`src/rtl/sync_copy_fork_n_if.sv`:
```
// Token handshake bundle between a producer, the copy fork and its consumer branches.
// master = producer/consumer side, slave = the fork itself.
interface sync_copy_fork_n_if #(
    parameter int N_BRANCH = 3
);
    logic                i_drive;
    logic                o_ready;
    logic                o_free;
    logic [N_BRANCH-1:0] o_driveNext;
    logic [N_BRANCH-1:0] i_freeNext;
    logic                o_busy;
    logic                o_overflow;
    logic                o_underflow;

    modport master (
        output i_drive, i_freeNext,
        input  o_ready, o_free, o_driveNext, o_busy, o_overflow, o_underflow
    );

    modport slave (
        input  i_drive, i_freeNext,
        output o_ready, o_free, o_driveNext, o_busy, o_overflow, o_underflow
    );
endinterface

```
`src/rtl/sync_copy_fork_n.sv`:
```
// N-way copy fork: broadcasts each accepted drive token to every branch and returns one
// upstream free per completed token (join-all or join-any), tracking up to DEPTH tokens.
module sync_copy_fork_n #(
    parameter int N_BRANCH = 3,
    parameter int DEPTH    = 4,
    parameter bit JOIN_ALL = 1'b1
) (
    input  logic              i_clk,
    input  logic              i_rst,
    sync_copy_fork_n_if.slave bus
);
    localparam int               CNT_W   = $clog2(DEPTH + 1);
    localparam logic [CNT_W-1:0] DEPTH_C = CNT_W'(DEPTH);

    logic [CNT_W-1:0]    tok_q, tok_d;
    logic [CNT_W-1:0]    fa_q [N_BRANCH];
    logic [CNT_W-1:0]    fa_d [N_BRANCH];
    logic [N_BRANCH-1:0] drive_next_q, drive_next_d;
    logic                free_q, free_d;
    logic                overflow_q, overflow_d;
    logic                underflow_q, underflow_d;

    logic                ready;
    logic                acc;
    logic                complete;
    logic                bad_free;
    logic [N_BRANCH-1:0] legal;

    // Readiness looks only at registered tok, never at same-cycle frees.
    assign ready = !i_rst && (tok_q < DEPTH_C);
    assign acc   = bus.i_drive && ready;

    always_comb begin
        // NOTE: every always_comb target gets a default first, so no path can infer a latch.
        legal    = '0;
        complete = 1'b0;
        bad_free = 1'b0;
        if (JOIN_ALL) begin
            complete = 1'b1;
            for (int k = 0; k < N_BRANCH; k++) begin
                legal[k] = bus.i_freeNext[k] && (fa_q[k] < tok_q);
                complete = complete && (fa_q[k] != '0);
            end
            bad_free = |(bus.i_freeNext & ~legal);
        end else begin
            complete = (|bus.i_freeNext) && (tok_q != '0);
            bad_free = (|bus.i_freeNext) && (tok_q == '0);
        end

        tok_d = tok_q + CNT_W'(acc) - CNT_W'(complete);
        for (int k = 0; k < N_BRANCH; k++) begin
            fa_d[k] = JOIN_ALL ? (fa_q[k] + CNT_W'(legal[k]) - CNT_W'(complete)) : '0;
        end
        drive_next_d = {N_BRANCH{acc}};
        free_d       = complete;
        overflow_d   = overflow_q || (bus.i_drive && !ready);
        underflow_d  = underflow_q || bad_free;
    end

    // NOTE: sequential state uses non-blocking assignments so every flop sees pre-edge values.
    always_ff @(posedge i_clk) begin
        if (i_rst) begin
            tok_q        <= '0;
            // NOTE: fa is a handful of counters rather than a RAM, so it is reset with the rest.
            for (int k = 0; k < N_BRANCH; k++) begin
                fa_q[k] <= '0;
            end
            drive_next_q <= '0;
            free_q       <= 1'b0;
            overflow_q   <= 1'b0;
            underflow_q  <= 1'b0;
        end else begin
            tok_q        <= tok_d;
            for (int k = 0; k < N_BRANCH; k++) begin
                fa_q[k] <= fa_d[k];
            end
            drive_next_q <= drive_next_d;
            free_q       <= free_d;
            overflow_q   <= overflow_d;
            underflow_q  <= underflow_d;
        end
    end

    assign bus.o_ready     = ready;
    assign bus.o_free      = free_q;
    assign bus.o_driveNext = drive_next_q;
    assign bus.o_busy      = (tok_q != '0);
    assign bus.o_overflow  = overflow_q;
    assign bus.o_underflow = underflow_q;
endmodule

```
`src/flat_wrapper.sv`:
```
// flat-port wrapper written by rule: the top's interface ports become plain ports
module sync_copy_fork_n_flat 
#(
    parameter int N_BRANCH = 3,
    parameter int DEPTH    = 4,
    parameter bit JOIN_ALL = 1'b1
)
  (i_clk, i_rst, bus_i_drive, bus_i_freeNext, bus_o_ready, bus_o_free, bus_o_driveNext, bus_o_busy, bus_o_overflow, bus_o_underflow);
  sync_copy_fork_n_if #(.N_BRANCH(N_BRANCH)) bus_i ();
  input  logic i_clk;
  input  logic i_rst;
  input wire logic [$bits(bus_i.i_drive)-1:0] bus_i_drive;
  input wire logic [$bits(bus_i.i_freeNext)-1:0] bus_i_freeNext;
  output wire logic [$bits(bus_i.o_ready)-1:0] bus_o_ready;
  output wire logic [$bits(bus_i.o_free)-1:0] bus_o_free;
  output wire logic [$bits(bus_i.o_driveNext)-1:0] bus_o_driveNext;
  output wire logic [$bits(bus_i.o_busy)-1:0] bus_o_busy;
  output wire logic [$bits(bus_i.o_overflow)-1:0] bus_o_overflow;
  output wire logic [$bits(bus_i.o_underflow)-1:0] bus_o_underflow;
  assign bus_i.i_drive = bus_i_drive;
  assign bus_i.i_freeNext = bus_i_freeNext;
  assign bus_o_ready = bus_i.o_ready;
  assign bus_o_free = bus_i.o_free;
  assign bus_o_driveNext = bus_i.o_driveNext;
  assign bus_o_busy = bus_i.o_busy;
  assign bus_o_overflow = bus_i.o_overflow;
  assign bus_o_underflow = bus_i.o_underflow;
  sync_copy_fork_n #(.N_BRANCH(N_BRANCH), .DEPTH(DEPTH), .JOIN_ALL(JOIN_ALL)) u_core (.i_clk(i_clk), .i_rst(i_rst), .bus(bus_i));
endmodule
```
`config.mk`:
```
export PLATFORM = sky130hd
export DESIGN_NAME = sync_copy_fork_n_flat
export DESIGN_NICKNAME = d
export VERILOG_FILES = /design/src/rtl/sync_copy_fork_n_if.sv /design/src/rtl/sync_copy_fork_n.sv /design/src/flat_wrapper.sv
export SDC_FILE = /design/constraint.sdc
export NUM_CORES = 1
export LEC_CHECK = 0
export ABC_AREA = 1
export BUFFER_PORTS_ARGS = -buffer_cell sky130_fd_sc_hd__buf_2
export CORE_MARGIN = 2
export CORE_UTILIZATION = 35
export CTS_CLUSTER_SIZE = 20
export DETAILED_ROUTE_END_ITERATION = 6
export PLACE_DENSITY = 0.54
export SLEW_MARGIN = 40
export SYNTH_ARGS = -nofsm -noshare
export SYNTH_HDL_FRONTEND = slang
export SYNTH_SLANG_ARGS = --single-unit
```
`constraint.sdc`:
```
create_clock -name i_clk -period 4.9 [get_ports i_clk]
set_clock_uncertainty 0.05 [all_clocks]
set_input_delay 0.49 -clock i_clk [delete_from_list [all_inputs] [get_ports i_clk]]
set_output_delay 0.49 -clock i_clk [all_outputs]
set_load 0.03 [all_outputs]
```
==> run metrics, run 1 <==
detailed placement HPWL=1.44 mm; critical path type=reg -> reg; Final Util=39.9%; Hold Buf Count CTS=0; clock slew at reported path FFs=0.09 ns; leakage=0.578 nW; Avg Inst Size Synth=7.68 um^2; # DRC=0; initial core utilization=36.2%; total number of vias=771; worst-path cell chain=inv_1 > ha_1 > a21oi_1 > nand2_1 > o21ai_2 > nand2_1 > ha_1 > fa_1 > or2_1 > a21oi_1; worst endpoint data arrival time=2.66 ns; FP Rows=19; Hold Vio Cnt, Final=0; number of buffers created by CTS=3; commonest cells after routing, fill and taps aside=nand2_1, inv_1, nor2_1; sequential share of the synthesized area=32.3%; max cap viols=0; max_slew headroom=79.8%; Routed wire per std cell=10.5 um; Worst setup startpoint=u_core.tok_q[2]; post-CTS setup repair buffer count=0; Routed WL=1.80 mm; Tcrit/Tclk final=50.7%; Fin Hold WS=0.407 ns; H-tree levels=1; largest net degree at the start of global routing=17; Int Power=0.291 mW; filler instances=290; GRT Total Usage=12.3%; router iterations before antenna repair=4; combinational share of power=50.8%; crit start category=flop; PwrDens=486 mW/mm^2; synthesized cell area=991 um^2; Worst R2R Setup Slack=2.42 ns; Worst Path Max Fanout=6; crit-path max cell delay=0.44 ns; post-cts resize count=0; Final Cell Area=0.00109 mm^2; Max stage delay cell, worst path=dfxtp_1; fin nets=163; Post-Syn Nets=149; Area after DPL=0.00107 mm^2; vias in the first global route=715; Skew-Pair Late Insertion Delay=0.29 ns; layout cells sized above 1=14.9%; setup slack after layout=2.42 ns; first-pass GRT wire length=3.06 mm; beginning of the worst hold path=bus_i_drive; sequential power share=35.9%; initial antenna violation count=0; Post-synth EDFFs=0; status=finished clean; Clock Power Share=13.3%; Power, Total=0.530 mW; clk root buf=clkbuf_4; Placer Congestion=0.768; area of the multi-input gates=546 um^2; Chip Height=57.2 um; Buffers on Ports=13; Die Footprint=0.00327 mm^2; CP required=5.07 ns; placed insts=169; RSZ-0062 raised after global routing=no; dpl ws=2.43 ns; synth unique cells=22; Antenna Diode Count=0; top_reg_cell synth=dfxtp_1; post-route insts no fill=172; Seq. cell area=320 um^2; Die Wd=57.2 um; clk buf depth=2; most common cell after layout, fill and taps aside=nand2_1; fin crit period=2.48 ns; switching share of total power=45.1%; Syn. warnings=0; total global routing overflow=0; Core ar.=0.00273 mm^2; Fmax=0.402 GHz; post-route ant nets=0; FFs w/ async S/R, synth=0%; Vias/cell=4.48; Net Sw Power=0.239 mW; Hold Path Class=in -> reg; worst slew pin tran=0.303 ns; Setup TNS=0 ns; Slew Viols, Final=0; Area Overhead vs Synth=9.98%; Yosys reg bits=16; Post-Synthesis Cells=129; # clock sinks=16; RR Startpoint=u_core.tok_q[2]; initial detailed-routing violation count=10; I/O pin count=14; CTS tree=built; CP endpoint kind=flop; setup violators final=0; Max IR drop VDD=0.264 mV
==> power by group through the flow <==
stage	Clock, mW	Combinational (mW)	Sequential, mW
after global routing	0.0795	0.315	0.196
after CTS	0.0734	0.274	0.191
final	0.0703	0.269	0.190
after detailed placement	0	0.272	0.194
after floorplan	0	0.215	0.196
after global placement	0	0.265	0.193
==> Yosys cell counts, drive strengths merged (3+ instances only) <==
library cell	count	share of area, %
nand2	25	9.5
inv	24	9.1
nor2	20	8.1
dfxtp	16	32
ha	10	13
a21oi	8	4.0
buf	4	2.8
fa	4	8.1
o21ai	4	2.4
xnor2	3	2.7
xor2	3	2.7
==> cells by family after synthesis <==
logic type / Yosys count / synth area share, %
DFF: 16 / 32.3
xor gates and xnor gates: 6 / 5.30
AOI/OAI and AO/OA: 12 / 6.44
buffers and inverters: 30 / 12.6
adders and majority gates: 14 / 20.7
and+or+nand+nor: 51 / 22.6
==> registers in the layout (all words and copies together), names as in the netlist <==
name / count
u_core.bus.o_underflow: 1
u_core.bus.o_free: 1
u_core.fa_q: 9
u_core.bus.o_driveNext: 1
u_core.bus.o_overflow: 1
u_core.tok_q: 3
==> per-layer routing <==
layer  up-vias  share of wire, %  GRT usage [%]
met5         -                 0              0
met4         0               1.6           4.98
met3         2               3.4           3.40
met2         9                49           20.4
met1       349                46           15.0
li1        411                 -              -
==> worst paths after layout <==
path	endpoint	depth (start not counted)
setup / recovery	u_core.fa_q[0][8]	10
hold / removal	u_core.bus.o_overflow	3
setup reg to reg	u_core.fa_q[0][8]	10
hold reg to reg	u_core.bus.o_overflow	2
==> final cells by class <==
type | count | area share, %
Clock buffer | 3 | 2.07
Inverter | 26 | 8.96
Multi-Input combinational cell | 83 | 50.1
Sequential cell | 16 | 29.4
Tap cell | 31 | 3.56
Timing Repair Buffer | 13 | 5.97
==> worst max-delay path, delay by kind of cell, from the launching register on <==
kind	cells	cell delay, ns
AO/OA/AOI/OAI	3	0.50
flip-flops	1	0.44
AND/OR/NAND/NOR	3	0.43
adder cells (fa/ha/maj)	3	0.88
buffers and inverters	1	0.12
(Power assumes the default switching activity.)
==> run 2, diff against run 1 <==
ABC_AREA = 0   (was 1)
PLACE_DENSITY = 0.56   (was 0.54)
clock period = 2.2 ns   (was 4.9 ns; I/O delays follow)
==> run 2 against run 1 <==
Hold slack lost 0.31 ns; synthesized cell count shrank 22%; non-clock buffer count grew 18; global-route usage grew 0.19 points; flip-flop and latch count is the same; sequential share of layout area shrank 3.5 points; wire length grew 3.5%; synthesized area shrank 3.9%; total power grew to 2.8 times the previous value; critical endpoint is now u_core.fa_q[0][5]; largest cell class unchanged.
==> run metrics, run 2 <==
post-route insts no fill=160 (-7.0%); Yosys reg bits=16 (unchanged); busiest grt layer=met2; Hold Vio Cnt, Final=0 (unchanged); XOR/XNOR Fraction of Synth Area=8.28% (+3.0 points); dpl ws=-0.0832 ns (-2.52 ns); Die Wd=56.2 um (-1.8%); Placer Congestion=0.743 (-3.2%); PwrDens=1150 mW/mm^2 (+140%); CP required=2.34 ns (-2.73 ns); Area Overhead vs Synth=36.7%; sequential power share=30.5% (-5.4 points); Adder-Cell Fraction of Synth Area=21.6% (+0.84 points); setup violators final=0 (unchanged); grt met2 use=19.8% (-0.53 points); number of buffers created by CTS=3 (unchanged); worst endpoint data arrival time=2.32 ns (-0.34 ns); RSZ-0062 raised after global routing=yes; vias in the first global route=729 (+2.0%); router iterations before antenna repair=3 (-1); Fin Hold WS=0.0964 ns (-0.311 ns); Vias/cell=4.74 (+5.8%); post-route ant nets=0 (unchanged); Post-Synthesis Cells=100 (-22%); share of the synthesized area in the top cell type=33.6% (+1.3 points); initial core utilization=37.7% (+1.5 points); Antenna Diode Count=0 (unchanged); Slew Viols, Final=0 (unchanged); Int Power=0.922 mW (+220%); Final Cell Area=0.00130 mm^2 (+19%); CP endpoint kind=flop; crit-path max cell delay=0.35 ns (-0.09 ns); largest family of logic cells by synthesized area=simple AND/OR/NAND/NOR gates; worst slew pin tran=0.340 ns (+0.0372 ns); setup slack after layout=0.0205 ns (-2.39 ns); commonest cells in the synthesized netlist=dfxtp_1, ha_1, nor2_1; clock slew at reported path FFs=0.10 ns (about the same); combinational share of power=55.7% (+4.9 points); Hold Path Class=in -> reg; Fmax=0.459 GHz (+14%); crit start category=flop; Post-synth EDFFs=0 (unchanged); worst-path cell chain=inv_2 > ha_4 > a21o_1 > a31oi_4 > a21oi_2 > nand2b_1 > ha_1 > inv_1 > fa_2 > xor2_1 > xnor2_1 > nor2_1; # DRC=0 (unchanged); Max IR drop VDD=0.573 mV (+120%); critical path type=reg -> reg; switching share of total power=38.5% (-6.6 points); grt met1 use=17.0% (+2.0 points); # clock sinks=16 (unchanged); total global routing overflow=0 (unchanged); fin nets=151 (-7.4%); Chip Height=56.2 um (-1.8%); max_slew headroom=77.2% (-2.7 points); Worst R2R Setup Slack=0.02 ns (-2.39 ns); sequential share of the synthesized area=33.6% (+1.3 points); first-pass GRT wire length=3.11 mm (+1.6%); Compound-Gate Fraction of Synth Area=7.36% (+0.92 points); leakage=0.586 nW (+1.4%); commonest cells after routing, fill and taps aside=buf_4, buf_2, nor2_1; Buffers on Ports=13 (unchanged); Hold Buf Count CTS=0 (unchanged); Post-Syn Nets=120 (-19%); layout cells sized above 1=46.9% (+32 points); initial detailed-routing violation count=4 (-6); H-tree levels=1 (unchanged); area share of and/or/nand/nor cells after synthesis=24.2% (+1.6 points); synthesized cell area=952 um^2 (-3.9%); total number of vias=759 (-1.6%); met3 usage=2.79% (-0.61 points); most common cell after layout, fill and taps aside=buf_4; Biggest register=u_core.fa_q; FP Rows=18 (-1); Area after DPL=0.00119 mm^2 (+11%); FFs w/ async S/R, synth=0% (unchanged); post-synthesis mux area share=0% (unchanged); Net Sw Power=0.577 mW (+140%); Avg Inst Size Synth=9.52 um^2 (+24%); CTS tree=built; most frequent cell after synthesis=dfxtp_1; synth top area cells=dfxtp_1, ha_1, fa_1; Worst Path Max Fanout=3 (-3); Tcrit/Tclk final=99.1% (+48 points); clk buf depth=2 (unchanged); Die Footprint=0.00315 mm^2 (-3.6%); GRT Total Usage=12.5% (+0.19 points); Syn. warnings=0 (unchanged); placed insts=155 (-8.3%); Routed wire per std cell=11.7 um (+11%); Core ar.=0.00252 mm^2 (-7.7%); max cap viols=0 (unchanged); largest net degree at the start of global routing=18 (+1); detailed placement HPWL=1.41 mm (-2.5%); top_reg_cell synth=dfxtp_1; Routed WL=1.87 mm (+3.5%); largest registers=u_core.fa_q (9), u_core.tok_q (3); initial antenna violation count=0 (unchanged); Max stage delay cell, worst path=dfxtp_2; status=finished clean; clk root buf=clkbuf_4; max reg flops=9 (unchanged); I/O pin count=14 (unchanged); synth unique cells=26 (+18%); Skew-Pair Late Insertion Delay=0.30 ns (about the same); Power, Total=1.50 mW (+180%); fin crit period=2.18 ns (-0.305 ns); Clock Power Share=13.8% (+0.5 points); most area-hungry cell type in the Yosys netlist=dfxtp_1
## run 2: changes by cell type after synthesis, moves of 3 or more
cell	previous run	this run
nor3_1	0	5
inv_1	23	5
xnor2_1	3	7
nor2b_1	0	6
or3_1	0	3
a21oi_1	8	2
nand2b_1	0	5
nand2_1	25	2
nor2_1	18	10
## run 2: per-stage QoR
stage | utilization, % | TNS, ns
floorplan | - | 0
global placement | 47.0 | -0.0302
detailed placement | 47.0 | -0.117
global route | 51.6 | -0.231
CTS | 49.2 | 0
finish | 51.6 | 0
## run 2: layout make-up
type                       instances  area, um^2
fill                             247        1220
multi-input combinational         74         672
sequential                        16         337
timing repair buffer              31         200
tap                               30        37.5
clock buffer                       4        36.3
inverter                           5        18.8
## run 2: metal layers
layer	routed length (um)	part of all wire (%)
met5	0	0
met4	17	0.91
met3	58	3.1
met2	868	47
met1	923	49
## run 2: power by group through the flow
| stage | clock network, mW | logic (mW) | registers [mW] |
|---|---|---|---|
| 3_3_place_gp | 0 | 0.735 | 0.450 |
| 4_1_cts | 0.212 | 0.779 | 0.448 |
| 2_1_floorplan | 0 | 0.494 | 0.478 |
| 6_report | 0.207 | 0.836 | 0.457 |
| 3_5_place_dp | 0 | 0.747 | 0.451 |
| 5_1_grt | 0.226 | 0.930 | 0.472 |
## run 2: cells by family (layout without fill, tap and decap cells)
family,after synthesis,after routing
simple gates,42,42
flops,16,16
fa+ha+maj,14,14
buf+inv,10,40
compound gates,9,9
xor+xnor,9,9
## run 2: timing repair
action,4_1_cts,5_1_grt
pin swaps,2,10
gates resized for setup,6,10
setup endpoints to repair,3,6
setup buffers,0,1
## run 2: worst max-delay path: cells and delay by family, from the launching register on
kind / cells / cell delay, ns
AND/OR/NAND/NOR: 2 / 0.19
flip-flops: 1 / 0.35
XOR/XNOR: 2 / 0.31
adder cells (fa/ha/maj): 3 / 0.72
buffers and inverters: 2 / 0.10
AO/OA/AOI/OAI: 3 / 0.37
## run 2: worst paths after layout
check / to / start / cells past startpoint
setup reg to reg: u_core.fa_q[0][5] / u_core.tok_q[2] / 12
hold reg to reg: u_core.bus.o_overflow / u_core.bus.o_overflow / 2
hold / removal: u_core.bus.o_driveNext[0] / bus_i_drive / 2
setup / recovery: u_core.fa_q[0][5] / u_core.tok_q[2] / 12
